## config.mk

```make
export PLATFORM = sky130hd
export DESIGN_NAME = multi_flex_counter
export DESIGN_NICKNAME = d
export VERILOG_FILES = /design/src/rtl/multi_flex_counter_pkg.sv /design/src/rtl/multi_flex_counter_ch.sv /design/src/rtl/multi_flex_counter.sv
export SDC_FILE = /design/constraint.sdc
export NUM_CORES = 1
export LEC_CHECK = 0
export CAP_MARGIN = 40
export CORE_MARGIN = 2
export CORE_UTILIZATION = 40
export CTS_CLUSTER_SIZE = 16
export DETAILED_ROUTE_END_ITERATION = 16
export PLACE_DENSITY = 0.75
export SETUP_SLACK_MARGIN = 0.3
export SYNTH_ARGS = -nofsm -noshare
export SYNTH_HDL_FRONTEND = slang
export SYNTH_SLANG_ARGS = --single-unit
export TNS_END_PERCENT = 30
```

## constraint.sdc

```tcl
create_clock -name clk -period 2.6 [get_ports clk]
set_input_delay 0.26 -clock clk [delete_from_list [all_inputs] [get_ports clk]]
set_output_delay 0.26 -clock clk [all_outputs]
set_load 0.005 [all_outputs]
```

## src/rtl/multi_flex_counter_pkg.sv

```systemverilog
// Shared types and constants for the multi-channel flex counter bank.
package multi_flex_counter_pkg;

    localparam int unsigned DEF_CNT_BITS = 4;

    typedef logic [DEF_CNT_BITS-1:0] cnt_t;

    typedef enum logic {
        DIR_UP   = 1'b0,
        DIR_DOWN = 1'b1
    } dir_e;

    typedef enum logic {
        MODE_WRAP    = 1'b0,
        MODE_ONESHOT = 1'b1
    } mode_e;

    localparam cnt_t CNT_ZERO = cnt_t'(0);
    localparam cnt_t CNT_ONE  = cnt_t'(1);

endpackage

```

## src/rtl/multi_flex_counter_ch.sv

```systemverilog
// One counter channel: clear > load > step > hold, registered count, level
// flag and single-cycle pulse. step_hit reports a step landing on the
// terminal value this cycle so a neighbouring channel can chain off it.
module flex_counter_ch
    import multi_flex_counter_pkg::*;
#(
    parameter int unsigned W = 4
) (
    input  logic         clk,
    input  logic         n_rst,
    input  logic         clear,
    input  logic         load,
    input  logic [W-1:0] load_val,
    input  logic         count_enable,
    input  logic         count_down,
    input  logic         one_shot,
    input  logic [W-1:0] rollover_val,
    output logic [W-1:0] count_out,
    output logic         rollover_flag,
    output logic         rollover_pulse,
    output logic         step_hit
);

    localparam logic [W-1:0] ZERO = W'(CNT_ZERO);
    localparam logic [W-1:0] ONE  = W'(CNT_ONE);

    dir_e         dir;
    mode_e        mode;
    logic [W-1:0] terminal;
    logic [W-1:0] step_val;
    logic         step_ok;
    logic [W-1:0] count_nxt;
    logic         flag_nxt;
    logic         pulse_nxt;

    // Decode direction/mode, terminal value and the value a step would produce.
    always_comb begin
        dir      = count_down ? DIR_DOWN : DIR_UP;
        mode     = one_shot ? MODE_ONESHOT : MODE_WRAP;
        terminal = (dir == DIR_DOWN) ? ONE : rollover_val;
        step_val = count_out;
        if (rollover_val == ZERO) begin
            // Degenerate range: steps pin the count at zero.
            step_val = ZERO;
        end else if (dir == DIR_UP) begin
            step_val = (count_out >= rollover_val) ? ONE : count_out + ONE;
        end else begin
            step_val = (count_out <= ONE) ? rollover_val : count_out - ONE;
        end
        // A one-shot channel parked on its terminal ignores further steps.
        step_ok  = count_enable && !clear && !load &&
                   !((mode == MODE_ONESHOT) && rollover_flag);
        step_hit = step_ok && (rollover_val != ZERO) && (step_val == terminal);
    end

    // Next-state selection by priority: clear, load, step, hold.
    always_comb begin
        count_nxt = count_out;
        flag_nxt  = rollover_flag;
        pulse_nxt = 1'b0;
        if (clear) begin
            count_nxt = ZERO;
            flag_nxt  = 1'b0;
        end else if (load) begin
            count_nxt = load_val;
            flag_nxt  = (load_val == terminal);
        end else if (step_ok) begin
            count_nxt = step_val;
            flag_nxt  = step_hit;
            pulse_nxt = step_hit;
        end
    end

    // Channel state registers with asynchronous active-low reset.
    always_ff @(posedge clk or negedge n_rst) begin
        if (!n_rst) begin
            count_out      <= ZERO;
            rollover_flag  <= 1'b0;
            rollover_pulse <= 1'b0;
        end else begin
            count_out      <= count_nxt;
            rollover_flag  <= flag_nxt;
            rollover_pulse <= pulse_nxt;
        end
    end

endmodule

```

## src/rtl/multi_flex_counter.sv

```systemverilog
// Bank of NUM_CH independent flex counters with packed per-channel buses.
// Optional macro MULTI_FLEX_COUNTER_CASCADE_EN: channel i (i > 0) steps only
// when its own enable is high and channel i-1 steps onto its terminal in the
// same cycle (combinational ripple, whole chain advances in one clock).
module multi_flex_counter
    import multi_flex_counter_pkg::*;
#(
    parameter int unsigned NUM_CNT_BITS = 4,
    parameter int unsigned NUM_CH       = 4
) (
    input  logic                           clk,
    input  logic                           n_rst,
    input  logic [NUM_CH-1:0]              clear,
    input  logic [NUM_CH-1:0]              load,
    input  logic [NUM_CH*NUM_CNT_BITS-1:0] load_val,
    input  logic [NUM_CH-1:0]              count_enable,
    input  logic [NUM_CH-1:0]              count_down,
    input  logic [NUM_CH-1:0]              one_shot,
    input  logic [NUM_CH*NUM_CNT_BITS-1:0] rollover_val,
    output logic [NUM_CH*NUM_CNT_BITS-1:0] count_out,
    output logic [NUM_CH-1:0]              rollover_flag,
    output logic [NUM_CH-1:0]              rollover_pulse
);

    genvar i;
    generate
        for (i = 0; i < NUM_CH; i++) begin : g_ch
            logic en_eff;
            logic hit;
            logic unused_hit;

            if (i == 0) begin : g_first
                assign en_eff = count_enable[i];
            end else begin : g_rest
`ifdef MULTI_FLEX_COUNTER_CASCADE_EN
                assign en_eff = count_enable[i] & g_ch[i-1].hit;
`else
                assign en_eff = count_enable[i];
`endif
            end

            // The last channel's hit (and every hit when not chaining) has no consumer.
            assign unused_hit = hit;

            flex_counter_ch #(
                .W(NUM_CNT_BITS)
            ) u_ch (
                .clk           (clk),
                .n_rst         (n_rst),
                .clear         (clear[i]),
                .load          (load[i]),
                .load_val      (load_val[i*NUM_CNT_BITS +: NUM_CNT_BITS]),
                .count_enable  (en_eff),
                .count_down    (count_down[i]),
                .one_shot      (one_shot[i]),
                .rollover_val  (rollover_val[i*NUM_CNT_BITS +: NUM_CNT_BITS]),
                .count_out     (count_out[i*NUM_CNT_BITS +: NUM_CNT_BITS]),
                .rollover_flag (rollover_flag[i]),
                .rollover_pulse(rollover_pulse[i]),
                .step_hit      (hit)
            );
        end
    endgenerate

endmodule

```

==> reports/qor.csv, run 1 <==
metric,value,unit
crit-path cells,"clkdlybuf4s50_1, inv_2, ha_4, a2111oi_4, or2_4, a31oi_1, a32oi_1, a2111oi_2, a311o_2",
share of post-route cells with drive strength above 1,0.173,
RSZ-0062 raised after global routing,yes,
Hold WS,0.358,ns
critical path's largest stage delay,0.51,ns
vias in the first global route,3418,
Layout Nets,616,
CTS tree,yes,
die area,8750,um2
Int Pwr,986,uW
Worst EP arrival,2.48,ns
Clk network pwr share,0.155,
Final WS setup,0.266,ns
CP max stage cell,clkdlybuf4s50_1,
min cycle time layout,2.33,ns
synthesized flop and latch total,24,
"Max FO, Critical Path",5,
Max Freq,428,MHz
core area,7770,um2
GP Congestion,0.938,
Final Hold Fails,0,
Sw Pwr,598,uW
"non-filler cells, final",635,
Reg2Reg Depth,9,
initial antenna violation count,0,
Min-Delay Path Class,in2async,
dpl cells,623,
"CP delay by family, top",compound AO/OA/AOI/OAI gates,
routed wire length,9.95,mm
Initial Util,0.413,
Max Cap Viol,0,
sequential share of power,0.280,
"Primary FF master, synth",dfrtp_1,
first-pass GRT wire length,15.8,mm
Slew @ Worst Pin,0.580,ns
WS Path Type,in2reg,
skew final,0.00207,ns
htree depth,1,
P&R area growth vs syn,41.6,%
final setup vio count,0,
Synth Area per Inst,7.55,um2
iteration-0 DRC count of the detailed router,152,
CTS Buffer Depth,2,
post-synthesis sequential area ratio,0.187,
gr usage total,0.217,
Logic pwr share,0.565,
Util after Layout,0.585,
Post-Synthesis Cells,425,
Required @ worst endpoint,2.75,ns
Max-slew headroom,0.611,
crit path capture type,flop,
syn nets,507,
static leakage,0.00197,uW
CTS Sinks,24,
outcome,finished clean,
Final period util,0.898,
DRC,0,
Post-synth EDFFs,0,
"antenna viol nets, final",0,
startpoint types,primary input,
Buffers & Inverters on Critical Path,2,
Async SR Flop Fraction,1.00,
port bufs,77,
largest net degree at the start of global routing,25,
"CTS clk-pin slew, worst paths",0.08,ns
Overflow after GRT,0,
first drt pass iteration count,5,
Pwr Density,349,nW/um2
"Cell Area, Synth",3210,um2
HPWL after DPL,7.69,mm
sw frac,0.378,
"Distinct cells, synth",66,
row count,32,
Wirelength per Cell,15.7,um
Root Buffer,clkbuf_8,
YS warnings,0,
chip height,93.5,um
n_diodes,0,
via/cell ratio,5.89,
worst vdd ir,261,uV
clk_lat worst skew,0.26,ns
"worst slack, placed",-0.163,ns
final count of pins violating max slew,0,
Die X,93.5,um
TritonCTS Buffers,3,
routed via count,3743,
WP depth,9,
# IOs,78,
## power groups by stage
stage	sequential (uW)	clock (uW)	combinational, uW
2_1_floorplan	441	0	477
3_3_place_gp	450	0	793
3_5_place_dp	451	0	808
4_1_cts	443	253	837
5_1_grt	448	273	971
6_report	444	245	895
## repair_timing
action | CTS | global route
setup endpoints to repair | 7 | 14
endpoints found under the hold margin | 0 | 0
setup buffers | 2 | 6
hold buffers | 0 | 0
pin swaps | 6 | 5
resized for setup | 11 | 19
## kinds of logic after synthesis
| kind of cell | share of synthesized area |
|---|---|
| multiplexers | 0.0609 |
| AO/OA/AOI/OAI | 0.280 |
| flip-flops | 0.187 |
| AND/OR/NAND/NOR | 0.233 |
| buffers and inverters | 0.0886 |
| XOR/XNOR | 0.0410 |
| adder cells (fa/ha/maj) | 0.109 |
## cells in the mapped netlist (3+ instances only)
cell type / instances / area [um2]
nand3b_1: 3 / 22.5
mux2_2: 4 / 45.0
o22ai_1: 13 / 81.3
and3_1: 5 / 31.3
o21ai_0: 26 / 130
nor4_1: 4 / 25.0
xnor2_1: 8 / 70.1
a21oi_1: 17 / 85.1
inv_1: 34 / 128
a221oi_1: 11 / 96.3
nor2_1: 36 / 135
nor3_1: 20 / 100
o311ai_0: 3 / 26.3
a32oi_1: 3 / 26.3
nand3_1: 8 / 40.0
a211oi_1: 8 / 60.1
xor2_1: 7 / 61.3
mux2i_1: 15 / 150
buf_4: 8 / 60.1
clkbuf_1: 16 / 60.1
nand2b_1: 11 / 68.8
o21a_1: 7 / 52.6
dfrtp_1: 24 / 601
o31ai_1: 3 / 22.5
a22oi_1: 3 / 22.5
or3_1: 4 / 25.0
a31oi_1: 5 / 31.3
nor2b_1: 8 / 50.1
o211ai_1: 7 / 52.6
nand2_1: 30 / 113
ha_1: 28 / 350
## path summary, 6_finish.rpt
check	start	end	slack (ns)
worst min-delay path	n_rst	g_ch[2].u_ch.rollover_flag$_DFFE_PN0P_	0.36
max in group asynchronous	n_rst	g_ch[1].u_ch.count_out[0]$_DFFE_PN0P_	1.99
worst min register to register	g_ch[2].u_ch.rollover_flag$_DFFE_PN0P_	g_ch[2].u_ch.rollover_flag$_DFFE_PN0P_	0.57
min in group clk	g_ch[2].u_ch.rollover_flag$_DFFE_PN0P_	g_ch[2].u_ch.rollover_flag$_DFFE_PN0P_	0.57
worst max register to register	g_ch[3].u_ch.count_out[0]$_DFFE_PN0P_	g_ch[3].u_ch.rollover_flag$_DFFE_PN0P_	0.29
worst max-delay path	rollover_val[13]	g_ch[3].u_ch.rollover_flag$_DFFE_PN0P_	0.27
## routing by layer
metal	global-route usage	wire [um]	vias up
met4	0.0326	132	0
met3	0.0314	666	17
li1	-	-	1780
met5	0	0	-
met1	0.291	4250	1768
met2	0.378	4900	178
## final cells by class
type	instances	area, um2
Clock buffer	4	55.1
Fill cell	711	3230
Inverter	35	131
Multi-Input combinational cell	338	2440
Sequential cell	24	608
Tap cell	102	128
Timing Repair Buffer	132	1180
## cell usage in the layout (no fill, tap or decap), types with 12 or more instances in the layout
master | netlist | final
clkdlybuf4s50_1 | 0 | 74
buf_4 | 8 | 55
nor2_1 | 36 | 35
inv_1 | 34 | 31
nand2_1 | 30 | 30
ha_1 | 28 | 26
o21ai_0 | 26 | 24
nor3_1 | 20 | 19
dfrtp_1 | 24 | 18
a21oi_1 | 17 | 16
mux2i_1 | 15 | 14
o22ai_1 | 13 | 12
## state kept, by name (all words and copies together) (netlist names)
signal,cells
g_ch.u_ch.count_out,16
g_ch.u_ch.rollover_flag,4
g_ch.u_ch.rollover_pulse,4
## worst reg2reg max path, stage by stage, from the launching register on
cell and delay [ns]:
dfrtp_2 0.40, inv_1 0.08, ha_1 0.23, nand2b_4 0.14, a2111oi_4 0.36, or2_4 0.21
a31oi_1 0.08, a32oi_1 0.26, a2111oi_2 0.07, a311o_2 0.35
## metrics by stage
stage	total power (uW)	TNS, ns	instance area [um2]
6_report	1580	0	4540
3_3_place_gp	1240	-0.157	4310
5_1_grt	1690	0	4540
4_1_cts	1530	0	4430
2_1_floorplan	918	0	3210
3_5_place_dp	1260	-0.367	4310
Note: power is estimated with default switching activity, not from simulation.
==> run 2, diff against run 1 <==
--- a/config.mk
+++ b/config.mk
@@ -5,12 +5,13 @@
 export SDC_FILE = /design/constraint.sdc
 export NUM_CORES = 1
 export LEC_CHECK = 0
-export CAP_MARGIN = 40
+export ABC_AREA = 1
+export CAP_MARGIN = 20
 export CORE_MARGIN = 2
 export CORE_UTILIZATION = 40
 export CTS_CLUSTER_SIZE = 16
 export DETAILED_ROUTE_END_ITERATION = 16
-export PLACE_DENSITY = 0.75
+export PLACE_DENSITY = 0.74
 export SETUP_SLACK_MARGIN = 0.3
 export SYNTH_ARGS = -nofsm -noshare
 export SYNTH_HDL_FRONTEND = slang
==> reports/qor.csv, run 2 <==
metric,value,unit,change
outcome,finished clean,,
"antenna viol nets, final",0,,unchanged
Die X,97.0,um,+3.7%
n_diodes,0,,unchanged
synthesized flop and latch total,24,,unchanged
final setup vio count,0,,unchanged
"CTS clk-pin slew, worst paths",0.08,ns,about the same
Root Buffer,clkbuf_8,,
Int Pwr,928,uW,-5.9%
top cell type's share of synthesized area,0.183,,-0.00398
chip height,97.0,um,+3.7%
initial antenna violation count,0,,unchanged
Post-DP Area,4250,um2,-1.4%
YS warnings,0,,unchanged
iteration-0 DRC count of the detailed router,107,,-30%
Filler cells,848,,+19%
Slew @ Worst Pin,0.442,ns,-0.137 ns
max FFs per register,16,,unchanged
routed via count,3875,,+3.5%
cell taking the most area after synthesis,nand2_1,,
Final WS setup,0.587,ns,+0.321 ns
port bufs,77,,unchanged
Initial Util,0.417,,+0.00415
final count of pins violating max slew,0,,unchanged
design area,4300,um2,-5.3%
Hold WS,0.361,ns,+0.00339 ns
"Primary FF master, synth",dfrtp_1,,
critical path's largest stage delay,0.45,ns,-0.06 ns
Sw Pwr,677,uW,+13%
Max-slew headroom,0.705,,+0.0942
Wirelength per Cell,11.4,um,-27%
RSZ-0062 raised after global routing,no,,
Synth Area per Inst,5.85,um2,-23%
CP max stage cell,dfrtp_1,,
syn nets,674,,+33%
sw frac,0.422,,+0.0440
die area,9410,um2,+7.6%
row count,33,,+3.1%
# IOs,78,,unchanged
Worst EP arrival,2.21,ns,-0.27 ns
Async SR Flop Fraction,1.00,,unchanged
Post-synth EDFFs,0,,unchanged
most frequent cell on the critical path,nand2_1,,
Min-Delay Path Class,in2async,,
crit path capture type,flop,,
Pwr Density,373,nW/um2,+6.9%
most frequent cell after synthesis,nand2_1,,
gr usage total,0.181,,-0.0363
Area contributors post-synth,"nand2_1, dfrtp_1, inv_1",,
Layout Nets,741,,+20%
Final period util,0.774,,-0.124
"Cell Area, Synth",3460,um2,+7.9%
Total Power,1600,uW,+1.3%
DRC,0,,unchanged
sum of negative setup slack,0,ns,unchanged
most frequent cells in the layout,"nand2_1, inv_1, clkdlybuf4s50_1",,
Max Freq,497,MHz,+16%
share of post-route cells with drive strength above 1,0.0547,,-0.118
crit-path cells,"inv_1, ha_1, inv_1, nand2_1, nand2_1, nand2_1, nand2_1, nand3_1, nand2_1, nand2_1, nand2_1, nand2_1, nor2_2, nand2_1, a21oi_2",,
Max Cap Viol,0,,unchanged
post-synthesis sequential area ratio,0.174,,-0.0137
P&R area growth vs syn,24.3,%,
Top Registers,"g_ch.u_ch.count_out (16), g_ch.u_ch.rollover_flag (4), g_ch.u_ch.rollover_pulse (4)",,
CTS Buffer Depth,2,,unchanged
min cycle time layout,2.01,ns,-0.321 ns
clk_lat worst skew,0.26,ns,about the same
Required @ worst endpoint,2.79,ns,+0.04 ns
static leakage,0.00232,uW,+18%
"Max FO, Critical Path",7,,+2
TritonCTS Buffers,3,,unchanged
worst vdd ir,178,uV,-32%
via/cell ratio,5.08,,-14%
Clk network pwr share,0.152,,-0.003
"worst slack, placed",0.377,ns,+0.540 ns
first-pass GRT wire length,15.0,mm,-5.0%
core area,8300,um2,+6.8%
"commonest non-fill, non-tap cell in the layout",nand2_1,,
Final Hold Fails,0,,unchanged
Overflow after GRT,0,,unchanged
htree depth,1,,unchanged
HPWL after DPL,7.24,mm,-5.9%
CTS tree,yes,,
routed wire length,8.71,mm,-12%
skew final,0.000797,ns,-0.00127 ns
largest net degree at the start of global routing,25,,unchanged
Post-Synthesis Cells,592,,+39%
GP Congestion,0.927,,-1.2%
startpoint types,flop,,
"Distinct cells, synth",32,,-52%
register bank with the most flops,g_ch.u_ch.count_out,,
sequential share of power,0.301,,+0.021
first drt pass iteration count,4,,-1
CTS Sinks,24,,unchanged
commonest cells in the netlist,"nand2_1, inv_1, nand3_1",,
# hold bufs at CTS,0,,unchanged
Logic pwr share,0.546,,-0.019
WS Path Type,reg2reg,,
vias in the first global route,3476,,+1.7%
## run 2: cell types whose count changed after synthesis, moves of 8 or more
cell / before / now
a221oi_1: 11 / 0
nand3_1: 8 / 76
nor2b_1: 8 / 0
nor2_2: 0 / 11
mux2i_1: 15 / 3
inv_1: 34 / 105
nor2_1: 36 / 53
nor3_1: 20 / 1
nand2b_1: 11 / 0
nand4_1: 2 / 18
clkbuf_1: 16 / 1
nand2_1: 30 / 169
## run 2: cell type report
| cell class | instances | area (um2) | area share |
|---|---|---|---|
| clock buffers | 4 | 55.1 | 0.0128 |
| inverters | 106 | 398 | 0.0925 |
| multi-input cells | 446 | 2340 | 0.543 |
| flip-flops and latches | 24 | 602 | 0.140 |
| well taps | 105 | 131 | 0.0305 |
| repair buffers | 78 | 778 | 0.181 |
## run 2: critical path: cells and delay by family (launching register included)
family          cells  cell delay (ns)
simple gates       11             0.80
fa+ha+maj           1             0.29
buf+inv             2             0.29
flops               1             0.45
compound gates      1             0.12
## run 2: power groups by stage
stage / registers [uW] / logic [uW] / clock network [uW]
final: 483 / 877 / 245
after global routing: 492 / 1010 / 272
after CTS: 484 / 874 / 257
after detailed placement: 491 / 871 / 0
after global placement: 489 / 855 / 0
after floorplan: 461 / 615 / 0
## run 2: what timing repair did
| action | in CTS | in global routing |
|---|---|---|
| resized for setup | 0 | 1 |
| hold endpoints to repair | 0 | 0 |
| endpoints found under the setup margin | 0 | 1 |
| buffers inserted | 0 | 0 |
## run 2: cells by family (layout without fill, tap and decap cells)
| kind of cell | Yosys count | in the layout | synth area share |
|---|---|---|---|
| AOI/OAI and AO/OA | 63 | 63 | 0.107 |
| muxes | 3 | 3 | 0.00868 |
| and+or+nand+nor | 348 | 348 | 0.448 |
| xor gates and xnor gates | 4 | 4 | 0.0101 |
| buffers and inverters | 122 | 188 | 0.151 |
| adders and majority gates | 28 | 28 | 0.101 |
| DFF | 24 | 24 | 0.174 |
## run 2: final timing paths
| check | startpoint | to | slack (ns) | cells after the start |
|---|---|---|---|---|
| hold / removal | n_rst | g_ch[2].u_ch.count_out[3]$_DFFE_PN0P_ | 0.36 | 2 |
| hold reg to reg | g_ch[1].u_ch.rollover_flag$_DFFE_PN0P_ | g_ch[1].u_ch.rollover_flag$_DFFE_PN0P_ | 0.65 | 3 |
| max in group asynchronous | n_rst | g_ch[0].u_ch.count_out[0]$_DFFE_PN0P_ | 1.98 | 2 |
| min in group clk | g_ch[1].u_ch.rollover_flag$_DFFE_PN0P_ | g_ch[1].u_ch.rollover_flag$_DFFE_PN0P_ | 0.65 | 3 |
| setup / recovery | g_ch[1].u_ch.count_out[0]$_DFFE_PN0P_ | g_ch[1].u_ch.rollover_flag$_DFFE_PN0P_ | 0.59 | 15 |
| setup reg to reg | g_ch[1].u_ch.count_out[0]$_DFFE_PN0P_ | g_ch[1].u_ch.rollover_flag$_DFFE_PN0P_ | 0.59 | 15 |
## run 2: stage by stage
| step | util | std cells |
|---|---|---|
| after floorplan | - | 592 |
| after global placement | 0.512 | 759 |
| after detailed placement | 0.512 | 759 |
| after CTS | 0.518 | 763 |
| after global routing | 0.518 | 763 |
| final | 0.518 | 763 |
## run 2: routing by layer
metal  routed length (um)  vias up  track usage
li1                     -     2031            -
met1                 4030     1725        0.242
met2                 4120      113        0.318
met3                  507        6       0.0238
met4                   56        0       0.0249
met5                    0        -            0
